==> config.mk <==
export PLATFORM = sky130hd
export DESIGN_NAME = ps2_host_tx
export DESIGN_NICKNAME = d
export VERILOG_FILES = /design/src/rtl/ps2_pkg.sv /design/src/rtl/ps2_line_sync.sv /design/src/rtl/ps2_host_tx.sv
export SDC_FILE = /design/constraint.sdc
export NUM_CORES = 1
export LEC_CHECK = 0
export ABC_CLOCK_PERIOD_IN_PS = 4560
export CAP_MARGIN = 20
export CORE_MARGIN = 2
export CORE_UTILIZATION = 50
export CTS_BUF_LIST = sky130_fd_sc_hd__clkbuf_8
export DETAILED_ROUTE_END_ITERATION = 8
export GPL_TIMING_DRIVEN = 0
export PLACE_DENSITY = 0.67
export SETUP_SLACK_MARGIN = 0.3
export SYNTH_ARGS = -nofsm -noshare
export SYNTH_HDL_FRONTEND = slang
export SYNTH_HIERARCHICAL = 1
export SYNTH_SLANG_ARGS = --single-unit
==> constraint.sdc <==
create_clock -name clk_i -period 4.56 [get_ports clk_i]
set_input_delay 0.912 -clock clk_i [delete_from_list [all_inputs] [get_ports clk_i]]
set_output_delay 0.912 -clock clk_i [all_outputs]
set_load 0.01 [all_outputs]
==> src/rtl/ps2_pkg.sv <==
// ps2_pkg -- shared definitions for the PS/2 host transmitter.
//   ps2_state_e       : transmit sequencer states
//   PS2_INHIBIT_CYC   : default clock-inhibit hold (100 us at 48 MHz)
//   PS2_TIMEOUT_CYC   : default request-to-send to ack limit (15 ms at 48 MHz)
//   PS2_MAX_RETRY     : retries allowed when PS2_TX_RETRY_EN is defined
//   odd_parity()      : PS/2 parity bit for a data byte
package ps2_pkg;

  typedef enum logic [2:0] {
    ST_IDLE,
    ST_INHIBIT,
    ST_RTS,
    ST_DATA,
    ST_PARITY,
    ST_STOP,
    ST_ACK,
    ST_RELEASE
  } ps2_state_e;

  localparam int PS2_INHIBIT_CYC = 4800;
  localparam int PS2_TIMEOUT_CYC = 720000;
  localparam int PS2_MAX_RETRY   = 2;

  // Parity bit that makes the total count of ones (data + parity) odd.
  function automatic logic odd_parity(input logic [7:0] d);
    return ~^d;
  endfunction

endpackage

==> src/rtl/ps2_line_sync.sv <==
// ps2_line_sync -- conditions one raw PS/2 line for the clk_i domain.
//   clk_i    : system clock (clock_48)
//   res_n_i  : asynchronous active-low reset
//   line_i   : raw open-drain line (idles high)
//   level_o  : synchronized, glitch-filtered line level
//   fall_o   : one-cycle pulse when level_o goes 1 -> 0
// A new level is accepted only after it has been stable for 8 cycles.
module ps2_line_sync (
  input  logic clk_i,
  input  logic res_n_i,
  input  logic line_i,
  output logic level_o,
  output logic fall_o
);

  logic [1:0] sync_q;
  logic [2:0] flt_cnt_q;
  logic       level_q;
  logic       fall_q;

  always_ff @(posedge clk_i or negedge res_n_i) begin
    if (!res_n_i) begin
      sync_q    <= 2'b11;
      flt_cnt_q <= '0;
      level_q   <= 1'b1;
      fall_q    <= 1'b0;
    end else begin
      sync_q <= {sync_q[0], line_i};
      fall_q <= 1'b0;
      if (sync_q[1] == level_q) begin
        flt_cnt_q <= '0;
      end else if (flt_cnt_q == 3'd7) begin
        // eighth consecutive differing sample: commit the new level
        level_q   <= sync_q[1];
        flt_cnt_q <= '0;
        fall_q    <= ~sync_q[1];
      end else begin
        flt_cnt_q <= flt_cnt_q + 3'd1;
      end
    end
  end

  assign level_o = level_q;
  assign fall_o  = fall_q;

endmodule

==> src/rtl/ps2_host_tx.sv <==
// ps2_host_tx -- PS/2 host-to-device byte transmitter (e.g. keyboard commands).
//   clk_i, res_n_i            : system clock (clock_48), async active-low reset
//   tx_data_i, tx_req_i       : byte and request, accepted while tx_ready_o=1
//   tx_ready_o                : idle, request will be accepted
//   tx_done_o / tx_err_o      : one-cycle outcome pulses (never together)
//   ps2_clk_i, ps2_dat_i      : raw PS/2 lines
//   ps2_clk_oe_o, ps2_dat_oe_o: 1 = top level pulls the line low
// Optional feature macro PS2_TX_RETRY_EN: on error, resend the same byte up to
// two more times before reporting tx_err_o.
module ps2_host_tx
  import ps2_pkg::*;
#(
  parameter int INHIBIT_CYC = PS2_INHIBIT_CYC,
  parameter int TIMEOUT_CYC = PS2_TIMEOUT_CYC
) (
  input  logic       clk_i,
  input  logic       res_n_i,
  input  logic [7:0] tx_data_i,
  input  logic       tx_req_i,
  output logic       tx_ready_o,
  output logic       tx_done_o,
  output logic       tx_err_o,
  input  logic       ps2_clk_i,
  input  logic       ps2_dat_i,
  output logic       ps2_clk_oe_o,
  output logic       ps2_dat_oe_o
);

  localparam int CNT_MAX = (TIMEOUT_CYC > INHIBIT_CYC) ? TIMEOUT_CYC : INHIBIT_CYC;
  localparam int CNT_W   = $clog2(CNT_MAX + 1);
  localparam logic [CNT_W-1:0] INHIBIT_LAST = CNT_W'(INHIBIT_CYC - 1);
  localparam logic [CNT_W-1:0] TIMEOUT_LAST = CNT_W'(TIMEOUT_CYC - 1);

  ps2_state_e       state_q, state_d;
  logic [CNT_W-1:0] cnt_q, cnt_d;
  logic [2:0]       bit_cnt_q, bit_cnt_d, bit_nxt;
  logic [7:0]       data_q, data_d;
  logic             clk_oe_q, clk_oe_d;
  logic             dat_oe_q, dat_oe_d;
  logic             done_q, done_d;
  logic             err_q, err_d;
  logic             nack_q, nack_d;
  logic             fail, timeout;
  logic             clk_lvl, clk_fall, dat_lvl, dat_fall_unused;
`ifdef PS2_TX_RETRY_EN
  logic [1:0]       retry_q, retry_d;
`endif

  ps2_line_sync u_clk_sync (
    .clk_i   (clk_i),
    .res_n_i (res_n_i),
    .line_i  (ps2_clk_i),
    .level_o (clk_lvl),
    .fall_o  (clk_fall)
  );

  ps2_line_sync u_dat_sync (
    .clk_i   (clk_i),
    .res_n_i (res_n_i),
    .line_i  (ps2_dat_i),
    .level_o (dat_lvl),
    .fall_o  (dat_fall_unused)
  );

  assign bit_nxt = bit_cnt_q + 3'd1;
  assign timeout = (state_q inside {ST_RTS, ST_DATA, ST_PARITY, ST_STOP, ST_ACK}) &&
                   (cnt_q == TIMEOUT_LAST);

  always_comb begin
    state_d   = state_q;
    cnt_d     = cnt_q;
    bit_cnt_d = bit_cnt_q;
    data_d    = data_q;
    clk_oe_d  = clk_oe_q;
    dat_oe_d  = dat_oe_q;
    done_d    = 1'b0;
    err_d     = 1'b0;
    nack_d    = nack_q;
    fail      = 1'b0;
`ifdef PS2_TX_RETRY_EN
    retry_d   = retry_q;
`endif
    case (state_q)
      ST_IDLE: begin
        if (tx_req_i) begin
          data_d   = tx_data_i;
          state_d  = ST_INHIBIT;
          clk_oe_d = 1'b1;
          cnt_d    = '0;
`ifdef PS2_TX_RETRY_EN
          retry_d  = '0;
`endif
        end
      end
      ST_INHIBIT: begin
        if (cnt_q == INHIBIT_LAST) begin
          // start bit: pull data low, hand the clock to the device
          state_d  = ST_RTS;
          clk_oe_d = 1'b0;
          dat_oe_d = 1'b1;
          cnt_d    = '0;
        end else begin
          cnt_d = cnt_q + CNT_W'(1);
        end
      end
      ST_RTS, ST_DATA, ST_PARITY, ST_STOP, ST_ACK: begin
        cnt_d = cnt_q + CNT_W'(1);
        // timeout is checked first so a coincident clock edge is dropped
        if (timeout) begin
          clk_oe_d = 1'b0;
          dat_oe_d = 1'b0;
          fail     = 1'b1;
        end else if (clk_fall) begin
          case (state_q)
            ST_RTS: begin
              dat_oe_d  = ~data_q[0];
              bit_cnt_d = '0;
              state_d   = ST_DATA;
            end
            ST_DATA: begin
              if (bit_cnt_q == 3'd7) begin
                dat_oe_d = ~odd_parity(data_q);
                state_d  = ST_PARITY;
              end else begin
                dat_oe_d  = ~data_q[bit_nxt];
                bit_cnt_d = bit_nxt;
              end
            end
            ST_PARITY: begin
              dat_oe_d = 1'b0;
              state_d  = ST_STOP;
            end
            ST_STOP: state_d = ST_ACK;
            ST_ACK: begin
              nack_d  = dat_lvl;
              state_d = ST_RELEASE;
            end
            default: ;
          endcase
        end
      end
      ST_RELEASE: begin
        if (clk_lvl && dat_lvl) begin
          if (nack_q) begin
            fail = 1'b1;
          end else begin
            done_d  = 1'b1;
            state_d = ST_IDLE;
          end
        end
      end
      default: state_d = ST_IDLE;
    endcase

    if (fail) begin
      cnt_d = '0;
`ifdef PS2_TX_RETRY_EN
      if (retry_q != 2'(PS2_MAX_RETRY)) begin
        retry_d  = retry_q + 2'd1;
        state_d  = ST_INHIBIT;
        clk_oe_d = 1'b1;
        dat_oe_d = 1'b0;
      end else begin
        err_d   = 1'b1;
        state_d = ST_IDLE;
      end
`else
      err_d   = 1'b1;
      state_d = ST_IDLE;
`endif
    end
  end

  always_ff @(posedge clk_i or negedge res_n_i) begin
    if (!res_n_i) begin
      state_q   <= ST_IDLE;
      cnt_q     <= '0;
      bit_cnt_q <= '0;
      clk_oe_q  <= 1'b0;
      dat_oe_q  <= 1'b0;
      done_q    <= 1'b0;
      err_q     <= 1'b0;
      nack_q    <= 1'b0;
`ifdef PS2_TX_RETRY_EN
      retry_q   <= '0;
`endif
    end else begin
      state_q   <= state_d;
      cnt_q     <= cnt_d;
      bit_cnt_q <= bit_cnt_d;
      clk_oe_q  <= clk_oe_d;
      dat_oe_q  <= dat_oe_d;
      done_q    <= done_d;
      err_q     <= err_d;
      nack_q    <= nack_d;
`ifdef PS2_TX_RETRY_EN
      retry_q   <= retry_d;
`endif
    end
  end

  always_ff @(posedge clk_i) begin
    data_q <= data_d;
  end

  assign tx_ready_o   = (state_q == ST_IDLE);
  assign tx_done_o    = done_q;
  assign tx_err_o     = err_q;
  assign ps2_clk_oe_o = clk_oe_q;
  assign ps2_dat_oe_o = dat_oe_q;

endmodule

==> results.md <==
- P&R area growth vs syn: 14.2%
- Pre-antenna DRT Iters: 4
- Reg2reg start: state_q[1]
- Die Y-Extent: 79.4 um
- DR iter-0 viols: 96
- RSZ-0062 raised after global routing: false
- Tmin final: 3.15 ns
- Netlist Area Pre-Place: 2840 um2
- Vias in the first global route: 2003
- Rel. slew slack: 47.6%
- Hold-fix buffers, CTS: 0
- Max Clk Rate: 317 MHz
- Drc violations: 0
- Worst hold path endpoint: u_dat_sync/sync_q[1]
- Layout Skew: 0.00670 ns
- Setup TNS Final: 0 ns
- Post-CTS setup buffers: 0
- Hpwl dp: 3860 um
- Worst VDD drop: 0.180 mV
- Peak fanout along the critical path: 10
- DIE AREA: 6300 um2
- Grt ovf: 0
- Initial core utilization: 51.6%
- Root Driver: clkbuf_8
- GP Congestion: 0.833
- CP arrival: 3.35 ns
- Cell Pwr Density: 298 nW/um2
- Clock Sinks: 52
- Htree depth: 2
- Final wirelength: 5410 um
- Yosys warning total: 6
- Status: complete, no violations
- Multi-input gate area: 1410 um2
- Sequential Area: 1350 um2
- Pin count of the biggest net entering global routing: 37
- Required @ worst endpoint: 4.76 ns
- DR vias: 2039
- Crit path capture type: flop
- Post-Syn Nets: 290
- Worst r2r path cells: 9
- P_leak: 1.39 nW
- Global-route wire length before repair: 9340 um
- Crit-path cells: ha_1 > clkbuf_1 > nor2b_1 > o41ai_1 > o21ai_1 > nor2_2 > nor2b_2 > buf_4 > a22o_1
- HP Start: u_dat_sync/sync_q[0]
- Initial antenna violation count: 0
- DR WL/cell: 14.9 um
- Nets@finish: 315
- Worst Setup Path Type: reg2reg
- Worst stage delay on the critical path: 0.66 ns
- Post-route clock period utilization: 69.2%
- Worst skew pair latency: 0.31 ns
- Hold Path Depth: 0
- ANT nets after route: 0
- Vias per cell: 5.62
- Antenna Cells: 0
- Synth Area per Inst: 10.7 um2
- Clock transition at path regs: 0.09 ns
- Total global-route track usage: 18.9%
- CTS tree: built
- Min-Delay Path Class: reg2reg
- Worst r2r dst: cnt_q[14]
- Hold Fails Final Rpt: 0
- Share of layout cells above drive strength 1: 16.5%
- Core Util, Final: 59.0%
- Io pins: 18
- FILL cells: 467
- Count of final setup violators: 0
- Flop2flop setup slack: 1.41 ns
- Port bufs: 17
- Crit-path slowest cell: o41ai_1
- Core Area: 5510 um2
- Die W: 79.4 um
- Final instance area: 3250 um2
- Cell Area, Placed: 3120 um2
- CTS max path bufs: 2
- Critical Path Start Type: flop
- Gate Count Post-Synth: 266
- Worst-Margin Slew: 0.775 ns
- Final Max Slew Viols: 0
- Total CTS buffers: 5
- Max cap viols: 0
- Num rows: 27
- CTS resizes: 0
through the flow:
| step | cells | setup WS (ns) | hold WS (ns) | total power, mW |
|---|---|---|---|---|
| 2_1_floorplan | 266 | 2.00 | 0.345 | 0.576 |
| 3_3_place_gp | 355 | 1.18 | 0.346 | 0.605 |
| 3_5_place_dp | 356 | 1.19 | 0.348 | 0.611 |
| 4_1_cts | 363 | 1.44 | 0.362 | 0.977 |
| 5_1_grt | 363 | 1.16 | 0.366 | 1.01 |
| 6_report | 363 | 1.41 | 0.361 | 0.966 |
worst max-delay path, delay by kind of cell (launching register included):
family	cells	cell delay, ns
compound gates	3	1.22
simple gates	3	0.80
flops	1	0.43
buf+inv	2	0.41
fa+ha+maj	1	0.19
how the worst max path moves through the flow:
stage          cells after the start       start  slack (ns)        end
6_report                           9  state_q[1]        1.41  cnt_q[14]
5_1_grt                            9  state_q[1]        1.16  cnt_q[14]
4_1_cts                            9  state_q[1]        1.44  cnt_q[14]
3_5_place_dp                       8    tx_req_i        1.19  cnt_q[14]
3_3_place_gp                       8    tx_req_i        1.18  cnt_q[14]
2_1_floorplan                      7    tx_req_i        2.00  cnt_q[14]
layer usage:
layer | global-route usage, % | routed length [um]
met5 | 0 | 0
met4 | 5.52 | 69
met3 | 3.51 | 153
met2 | 29.8 | 2450
met1 | 26.8 | 2740
sequential cells by signal, indices dropped and copies added (netlist names):
signal / count
u_dat_sync/level_o: 1
ps2_clk_oe_o: 1
u_dat_sync/sync_q: 2
ps2_dat_oe_o: 1
state_q: 3
nack_q: 1
u_clk_sync/sync_q: 2
bit_cnt_q: 3
u_clk_sync/flt_cnt_q: 3
u_clk_sync/level_o: 1
tx_done_o: 1
cnt_q: 20
data_q: 8
tx_err_o: 1
u_clk_sync/fall_o: 1
u_dat_sync/flt_cnt_q: 3
where the power goes:
part           leakage (nW)  switching [mW]  internal (mW)
logic                 0.687          0.0277         0.0432
clock network        0.0642           0.151          0.216
registers             0.641          0.0214          0.507
total                  1.39           0.200          0.766
area by class of cell:
cell class / instances / share of cell area, %
Sequential cell: 52 / 41.5
Tap cell: 72 / 2.77
Timing Repair Buffer: 18 / 5.70
Clock buffer: 5 / 2.12
Multi-Input combinational cell: 196 / 43.4
Clock inverter: 2 / 1.85
Inverter: 11 / 1.27
Buffer: 7 / 1.31
placed cells by master (no fill, tap or decap), types with 5 or more instances in the layout:
cell	instances
nand4_1	5
dfstp_2	6
o21ai_0	13
xnor2_1	7
ha_1	11
nor2_1	24
mux2_2	6
nand3_1	10
nand2_1	22
inv_1	11
a21o_1	11
xor2_1	6
dfrtp_1	38
edfxtp_1	8
a22o_1	13
clkbuf_8	5
clkdlybuf4s50_1	16
Power figures use the tool's default switching activity.
